### src/rtl/rr_pkt_arb.sv
// rr_pkt_arb: packet-granular round-robin merge of two 64-bit AXI4-Stream
// receive streams (A, D) into one stream through a registered output stage.
//
// Ports:
//   clk, arst                 clock, async active-high reset
//   s_axis_A_*                port A slave stream (tdata/tstrb/tuser/tvalid/tlast/tready)
//   s_axis_D_*                port D slave stream (same shape as A)
//   m_axis_*                  merged master stream, all outputs registered
//   pkt_cnt_A, pkt_cnt_D      packets forwarded per port
//
// Build option: define RR_PKT_ARB_STATS_EN to instantiate the per-port packet
// counters (CNT_W bits, wrapping). Without it both counters read as zero.

module rr_pkt_arb #(
   parameter int CNT_W = 32
) (
   input  logic             clk,
   input  logic             arst,

   input  logic [63:0]      s_axis_A_tdata,
   input  logic [7:0]       s_axis_A_tstrb,
   input  logic [127:0]     s_axis_A_tuser,
   input  logic             s_axis_A_tvalid,
   input  logic             s_axis_A_tlast,
   output logic             s_axis_A_tready,

   input  logic [63:0]      s_axis_D_tdata,
   input  logic [7:0]       s_axis_D_tstrb,
   input  logic [127:0]     s_axis_D_tuser,
   input  logic             s_axis_D_tvalid,
   input  logic             s_axis_D_tlast,
   output logic             s_axis_D_tready,

   output logic [63:0]      m_axis_tdata,
   output logic [7:0]       m_axis_tstrb,
   output logic [127:0]     m_axis_tuser,
   output logic             m_axis_tvalid,
   output logic             m_axis_tlast,
   input  logic             m_axis_tready,

   output logic [CNT_W-1:0] pkt_cnt_A,
   output logic [CNT_W-1:0] pkt_cnt_D
);

   typedef enum logic [1:0] {
      IDLE,
      GNT_A,
      GNT_D
   } state_t;

   state_t state;
   logic   turn;
   logic   out_free;
   logic   acc_a;
   logic   acc_d;

   // The output register can take a beat when empty or draining this cycle.
   // Ready never looks at the slave tvalid, so there is no valid->ready path.
   assign out_free        = !m_axis_tvalid || m_axis_tready;
   assign s_axis_A_tready = (state == GNT_A) && out_free;
   assign s_axis_D_tready = (state == GNT_D) && out_free;

   assign acc_a = s_axis_A_tvalid && s_axis_A_tready;
   assign acc_d = s_axis_D_tvalid && s_axis_D_tready;

   always_ff @(posedge clk or posedge arst) begin
      if (arst) begin
         state         <= IDLE;
         turn          <= 1'b0;
         m_axis_tvalid <= 1'b0;
         m_axis_tlast  <= 1'b0;
         m_axis_tdata  <= '0;
         m_axis_tstrb  <= '0;
         m_axis_tuser  <= '0;
      end else begin
         unique case (state)
            IDLE: begin
               // turn = 0 lets A win a tie, turn = 1 lets D win.
               if (s_axis_A_tvalid && (!s_axis_D_tvalid || !turn)) begin
                  state <= GNT_A;
                  turn  <= 1'b1;
               end else if (s_axis_D_tvalid) begin
                  state <= GNT_D;
                  turn  <= 1'b0;
               end
            end
            GNT_A: begin
               if (acc_a && s_axis_A_tlast)
                  state <= IDLE;
            end
            GNT_D: begin
               if (acc_d && s_axis_D_tlast)
                  state <= IDLE;
            end
            default: state <= IDLE;
         endcase

         unique case (1'b1)
            acc_a: begin
               m_axis_tvalid <= 1'b1;
               m_axis_tlast  <= s_axis_A_tlast;
               m_axis_tdata  <= s_axis_A_tdata;
               m_axis_tstrb  <= s_axis_A_tstrb;
               m_axis_tuser  <= s_axis_A_tuser;
            end
            acc_d: begin
               m_axis_tvalid <= 1'b1;
               m_axis_tlast  <= s_axis_D_tlast;
               m_axis_tdata  <= s_axis_D_tdata;
               m_axis_tstrb  <= s_axis_D_tstrb;
               m_axis_tuser  <= s_axis_D_tuser;
            end
            default: begin
               // Payload stays put; only the valid flag drops once consumed.
               if (m_axis_tready)
                  m_axis_tvalid <= 1'b0;
            end
         endcase
      end
   end

`ifdef RR_PKT_ARB_STATS_EN
   logic [CNT_W-1:0] cnt_a;
   logic [CNT_W-1:0] cnt_d;

   always_ff @(posedge clk or posedge arst) begin
      if (arst) begin
         cnt_a <= '0;
         cnt_d <= '0;
      end else begin
         if (acc_a && s_axis_A_tlast)
            cnt_a <= cnt_a + 1'b1;
         if (acc_d && s_axis_D_tlast)
            cnt_d <= cnt_d + 1'b1;
      end
   end

   assign pkt_cnt_A = cnt_a;
   assign pkt_cnt_D = cnt_d;
`else
   assign pkt_cnt_A = '0;
   assign pkt_cnt_D = '0;
`endif

endmodule

### config.mk
export PLATFORM = sky130hd
export DESIGN_NAME = rr_pkt_arb
export DESIGN_NICKNAME = d
export VERILOG_FILES = /design/src/rtl/rr_pkt_arb.sv
export SDC_FILE = /design/constraint.sdc
export NUM_CORES = 1
export LEC_CHECK = 0
export CORE_AREA = 2 2 265 267
export CTS_CLUSTER_DIAMETER = 80
export DETAILED_ROUTE_END_ITERATION = 10
export DIE_AREA = 0 0 267 269
export DONT_BUFFER_PORTS = 1
export PLACE_DENSITY_LB_ADDON = 0.08
export SLEW_MARGIN = 40
export SYNTH_ARGS = -nofsm -noshare
export SYNTH_HDL_FRONTEND = slang
export SYNTH_SLANG_ARGS = --single-unit
### constraint.sdc
create_clock -name clk -period 10.9 [get_ports clk]
set_clock_uncertainty 0.15 [all_clocks]
set_input_delay 1.09 -clock clk [delete_from_list [all_inputs] [get_ports clk]]
set_output_delay 1.09 -clock clk [all_outputs]
set_load 0.01 [all_outputs]
==> results.toml, run 1 <==
[timing]
timing.final.setup_violations = 0
grt_setup_unrepaired = "false"
layout_min_cycle_time_ps = 3720
maxSlewHeadroom = 0.453
finalSetupTns_ps = 0
report.final.slew_viol_count = 0
timing.final.hold_violations = 0
max_clock_freq_mhz = 269
fin_crit_sh = 0.341
finalHoldWorstSlack_ps = 298
tightest_pin_transition_ps = 821

[power]
power.share.clock = 0.235
worst_ir_drop_vdd_mv = 0.0920
comb_power_share = 0.302
power.density_cell_area_mw_per_mm2 = 298
design_internal_power_mw = 2.40
cellLeakagePower_nw = 5.15
post-layout-total-power_mw = 3.76
netSwitchingPower_mw = 1.35
seqPwrFrac = 0.463
power.share.switching = 0.361

[floorplanning]
initial_core_util = 0.160
die_h_um = 269
die_w_um = 267
overall_die_area_mm2 = 0.0718
core.rowCount = 97
fp.coreArea_mm2 = 0.0693
num_io_pins = 675

[detailed_routing]
dr_total_vias = 5813
drt-wirelength-per-cell_um = 20.6
detailed_route_wl_um = 35000
remaining_drc_errors = 0
ant_nets = 0
drt-pass1-iter-count = 4
vias_per_cell = 3.43
dr.first_iter.drc_count = 141

[place]
place_inst = 1648
post-dp-hpwl_um = 26600
final_gp_congestion = 0.701
io_buffer_count = 0
dpl_cell_area_mm2 = 0.0117

[global_route]
number_of_global_route_vias_before_repair = 6324
remaining_global_route_overflow = 0
grtUsageMet2 = 0.172
globalRouteMet1Util = 0.0959
antenna_found_initial = 5
grt_usage = 0.0905
use_met3 = 0.0286
grt_busiest_layer = "met2"
grt_start_max_net_pins = 88
global_route_wire_length_before_repair_um = 47200

[cells_and_area]
design.final.nets = 1145
antenna_cells = 0
final_instance_area_mm2 = 0.0126
syn2layout_area_growth_pct = 13.7
final_layout_size_suffix_gt1_frac = 0.378
final-instance-count-excl-fill = 1697

[status]
outcome = "complete, no violations"

[critical_path]
cp_cell_sequence = "nand3b_4, a21oi_4, buf_12, buf_16, buf_6, mux2_4"
worstSetupPathType = "reg2reg"
critPathCaptureType = "flop"
cp_data_required_time_ps = 11180
critical_path.startpoint_type = "flop"
critical_path_arrival_ps = 3990
worstPathMaxFanout = 83
critical-path-slowest-cell = "sky130_fd_sc_hd__buf_6"
max_stage_delay_ps = 590

[clocking]
clk_root_buffer_cell = "sky130_fd_sc_hd__clkbuf_16"
worst_skew_pair.late_latency_ps = 560
cts_hold_buf = 0
clock_sinks = 205
post_cts_resize_count = 0
clock_path_buffers = 3
tritoncts = "built"
clk_transition_reported_paths_ps = 60
cts_max_level = 1
cts.repair_timing.setup_buffer_count = 0
cts_inserted_buffers = 27

[synth]
synth.ff_latch_count = 205
synthDominantAreaCellType = "sky130_fd_sc_hd__dfrtp_1"
synth-async-reset-ratio = 1.00
synth_ff_type = "sky130_fd_sc_hd__dfrtp_1"
yosysWarnings = 0
synthesis.area_mm2 = 0.0111
synth_cell_type_count = 26
yosys.cell_count.top_type = "sky130_fd_sc_hd__dfrtp_1"
post_synth.cell_area_avg_um2 = 14.9
synth-edff-count = 0
post-synth-top-area-fraction = 0.462
synthesis.instances = 747
synth_sequential_area_ratio = 0.462
synth.top_cells.by_count = "205 x sky130_fd_sc_hd__dfrtp_1, 166 x sky130_fd_sc_hd__mux2_1, 132 x sky130_fd_sc_hd__mux2_2"
netlist_top_cells_area = "sky130_fd_sc_hd__dfrtp_1 46%, sky130_fd_sc_hd__mux2_1 17%, sky130_fd_sc_hd__mux2_4 14%"

[run]
maxCapViolations = 0

[min_path]
worst_hold_class = "in2async"
[cell families after synthesis]
family                 count (synthesis)  share of synthesized area
other                                  1                   0.000338
buffers and inverters                113                     0.0828
DFF                                  205                      0.462
and+or+nand+nor                       19                     0.0114
muxes                                398                      0.437
AOI/OAI and AO/OA                     11                    0.00608
[state kept, by name (all words and copies together), names as in the netlist]
signal,count
m_axis_tdata,64
m_axis_tvalid,1
m_axis_tlast,1
m_axis_tuser,128
turn,1
state,2
m_axis_tstrb,8
[critical path, delay by kind of cell (launching register included)]
| kind | cells | cell delay (ps) |
|---|---|---|
| mux | 1 | 350 |
| flops | 1 | 480 |
| buf+inv | 3 | 1400 |
| compound gates | 1 | 580 |
| simple gates | 1 | 320 |
[through the flow]
stage                util  worst slack, ps
floorplan               -             4060
global placement    0.169             6500
detailed placement  0.169             6660
CTS                 0.182             7170
global route        0.182             6970
finish              0.182             7180
[worst paths after layout]
kind                       startpoint               end  slack (ps)  cells after the start
max reg2reg                  state[0]  m_axis_tuser[72]        7180                      6
max in group asynchronous        arst  m_axis_tdata[27]        9090                      2
min                              arst  m_axis_tuser[22]         300                      1
max                          state[0]  m_axis_tuser[72]        7180                      6
min reg2reg                      turn              turn         370                      1
min in group clk                 turn              turn         370                      1
[power by group through the flow]
| stage | clock (mW) | sequential (mW) | combinational, mW |
|---|---|---|---|
| 4_1_cts | 0.934 | 1.78 | 1.16 |
| 2_1_floorplan | 0 | 1.55 | 1.07 |
| 5_1_grt | 0.958 | 1.80 | 1.23 |
| 3_3_place_gp | 0 | 1.81 | 1.14 |
| 3_5_place_dp | 0 | 1.78 | 1.16 |
| 6_report | 0.881 | 1.74 | 1.13 |
[layer usage]
metal	vias to the layer above	wire, um
met5	-	11
met4	2	841
met1	2941	12000
met2	301	19500
li1	2524	-
met3	45	2700
[layout make-up]
cell class / instances / area, um2
Clock inverter: 8 / 72.6
Timing Repair Buffer: 9 / 128
Multi-Input combinational cell: 492 / 5300
Fill cell: 7563 / 56700
Clock buffer: 40 / 795
Inverter: 3 / 18.8
Tap cell: 940 / 1180
Sequential cell: 205 / 5130
[cells in the final DEF, fill, tap and decap left out, types with 3 or more instances in the layout]
master	count
sky130_fd_sc_hd__mux2_4	100
sky130_fd_sc_hd__conb_1	64
sky130_fd_sc_hd__clkinv_2	5
sky130_fd_sc_hd__dfrtp_1	205
sky130_fd_sc_hd__clkbuf_16	27
sky130_fd_sc_hd__mux2_1	166
sky130_fd_sc_hd__clkbuf_1	6
sky130_fd_sc_hd__buf_6	4
sky130_fd_sc_hd__o31ai_1	3
sky130_fd_sc_hd__clkbuf_8	7
sky130_fd_sc_hd__mux2_2	132
sky130_fd_sc_hd__nor3_1	4
sky130_fd_sc_hd__nand2b_1	4
No activity file was read; power rests on OpenSTA's default activity.
==> run 2: changes to the inputs <==
Clock period 10.9 ns to 3.83 ns, I/O delays scaled along.
==> run 2 against run 1 <==
  * The run now fails in 4_1_cts
  * Synthesized cell count stayed put
  * Synthesized area unchanged
==> results.toml, run 2 <==
[synth]
synth_ff_type = "sky130_fd_sc_hd__dfrtp_1"
synthDominantAreaCellType = "sky130_fd_sc_hd__dfrtp_1"
yosys.cell_count.top_type = "sky130_fd_sc_hd__dfrtp_1"
synth-async-reset-ratio = 1.00
synth-edff-count = 0
synthesis.area_mm2 = 0.0111
synth.ff_latch_count = 205
synth_cell_type_count = 26
synth.top_cells.by_count = "205 x sky130_fd_sc_hd__dfrtp_1, 166 x sky130_fd_sc_hd__mux2_1, 132 x sky130_fd_sc_hd__mux2_2"
netlist_top_cells_area = "sky130_fd_sc_hd__dfrtp_1 46%, sky130_fd_sc_hd__mux2_1 17%, sky130_fd_sc_hd__mux2_4 14%"
yosysWarnings = 0
post_synth.cell_area_avg_um2 = 14.9
post-synth-top-area-fraction = 0.462
synth_sequential_area_ratio = 0.462
synthesis.instances = 747

[clocking]
cts_hold_buf = 341
cts_inserted_buffers = 30
cts_max_level = 1
post_cts_resize_count = 0
cts.repair_timing.setup_buffer_count = 0
clock_path_buffers = 3
clock_sinks = 205
clk_root_buffer_cell = "sky130_fd_sc_hd__clkbuf_16"

[floorplanning]
die_w_um = 267
initial_core_util = 0.160
num_io_pins = 675
die_h_um = 269
core.rowCount = 97

[place]
post-dp-hpwl_um = 26800
place_inst = 1651
io_buffer_count = 0
dpl_cell_area_mm2 = 0.0118
final_gp_congestion = 0.725

[status]
outcome = "aborted with a tool error"
stop_stage = "4_1_cts"
err = "[ERROR RSZ-0060] Max buffer count reached."
==> run 2: cell counts after synthesis <==
Identical to the previous run, type by type.
==> run 2: cell families after synthesis <==
logic type	Yosys count	share of synthesized area
flip-flops	205	0.462
multiplexers	398	0.437
AND/OR/NAND/NOR	19	0.0114
AO/OA/AOI/OAI	11	0.00608
buffers and inverters	113	0.0828
other	1	0.000338
==> run 2: metrics by stage <==
step / worst slack (ps) / utilization
3_5_place_dp: 1470 / 0.170
3_3_place_gp: 1480 / 0.170
2_1_floorplan: 639 / -
==> run 3: changes to the inputs <==
Settings changed: CORE_AREA 2 2 265 267 to 2 2 261 263, CTS_CLUSTER_DIAMETER 80 to default, DIE_AREA 0 0 267 269 to 0 0 263 265, PLACE_DENSITY_LB_ADDON 0.08 to 0.15.
==> run 3 against run 2 <==
  * The flow again stops in 4_1_cts
  * Synthesized area unchanged
  * Synthesized cell count unchanged
==> results.toml, run 3 <==
[status]
outcome = "aborted with a tool error"
stop_stage = "4_1_cts"
err = "[ERROR RSZ-0060] Max buffer count reached."

[synth]
synth_ff_type = "sky130_fd_sc_hd__dfrtp_1"
synth.top_cells.by_count = "205 x sky130_fd_sc_hd__dfrtp_1, 166 x sky130_fd_sc_hd__mux2_1, 132 x sky130_fd_sc_hd__mux2_2"
post-synth-top-area-fraction = 0.462
synth-async-reset-ratio = 1.00
yosys.cell_count.top_type = "sky130_fd_sc_hd__dfrtp_1"
post_synth.cell_area_avg_um2 = 14.9
synth_sequential_area_ratio = 0.462
synth.ff_latch_count = 205
synthesis.area_mm2 = 0.0111
netlist_top_cells_area = "sky130_fd_sc_hd__dfrtp_1 46%, sky130_fd_sc_hd__mux2_1 17%, sky130_fd_sc_hd__mux2_4 14%"
synth_cell_type_count = 26
synthesis.instances = 747
synth-edff-count = 0
synthDominantAreaCellType = "sky130_fd_sc_hd__dfrtp_1"
yosysWarnings = 0

[clocking]
cts_hold_buf = 328
clock_path_buffers = 3
clock_sinks = 205
cts.repair_timing.setup_buffer_count = 0
cts_inserted_buffers = 25
cts_max_level = 1
clk_root_buffer_cell = "sky130_fd_sc_hd__clkbuf_16"
post_cts_resize_count = 0

[place]
io_buffer_count = 0
final_gp_congestion = 0.710
post-dp-hpwl_um = 24300

[floorplanning]
initial_core_util = 0.166
die_h_um = 265
num_io_pins = 675
die_w_um = 263
core.rowCount = 95
## run 3: cell counts after synthesis
No cell type changed its count.
## run 3: kinds of logic after synthesis
family,after synthesis,synth area share
buf+inv,113,0.0828
mux,398,0.437
other cells,1,0.000338
flops,205,0.462
simple gates,19,0.0114
compound gates,11,0.00608
## run 3: through the flow
stage	util	hold WS [ps]	setup WS [ps]	instance area, um2	std cells
after global placement	0.175	350	1280	11700	1585
after detailed placement	0.176	48.6	1220	11800	1587
after floorplan	-	319	639	11300	810
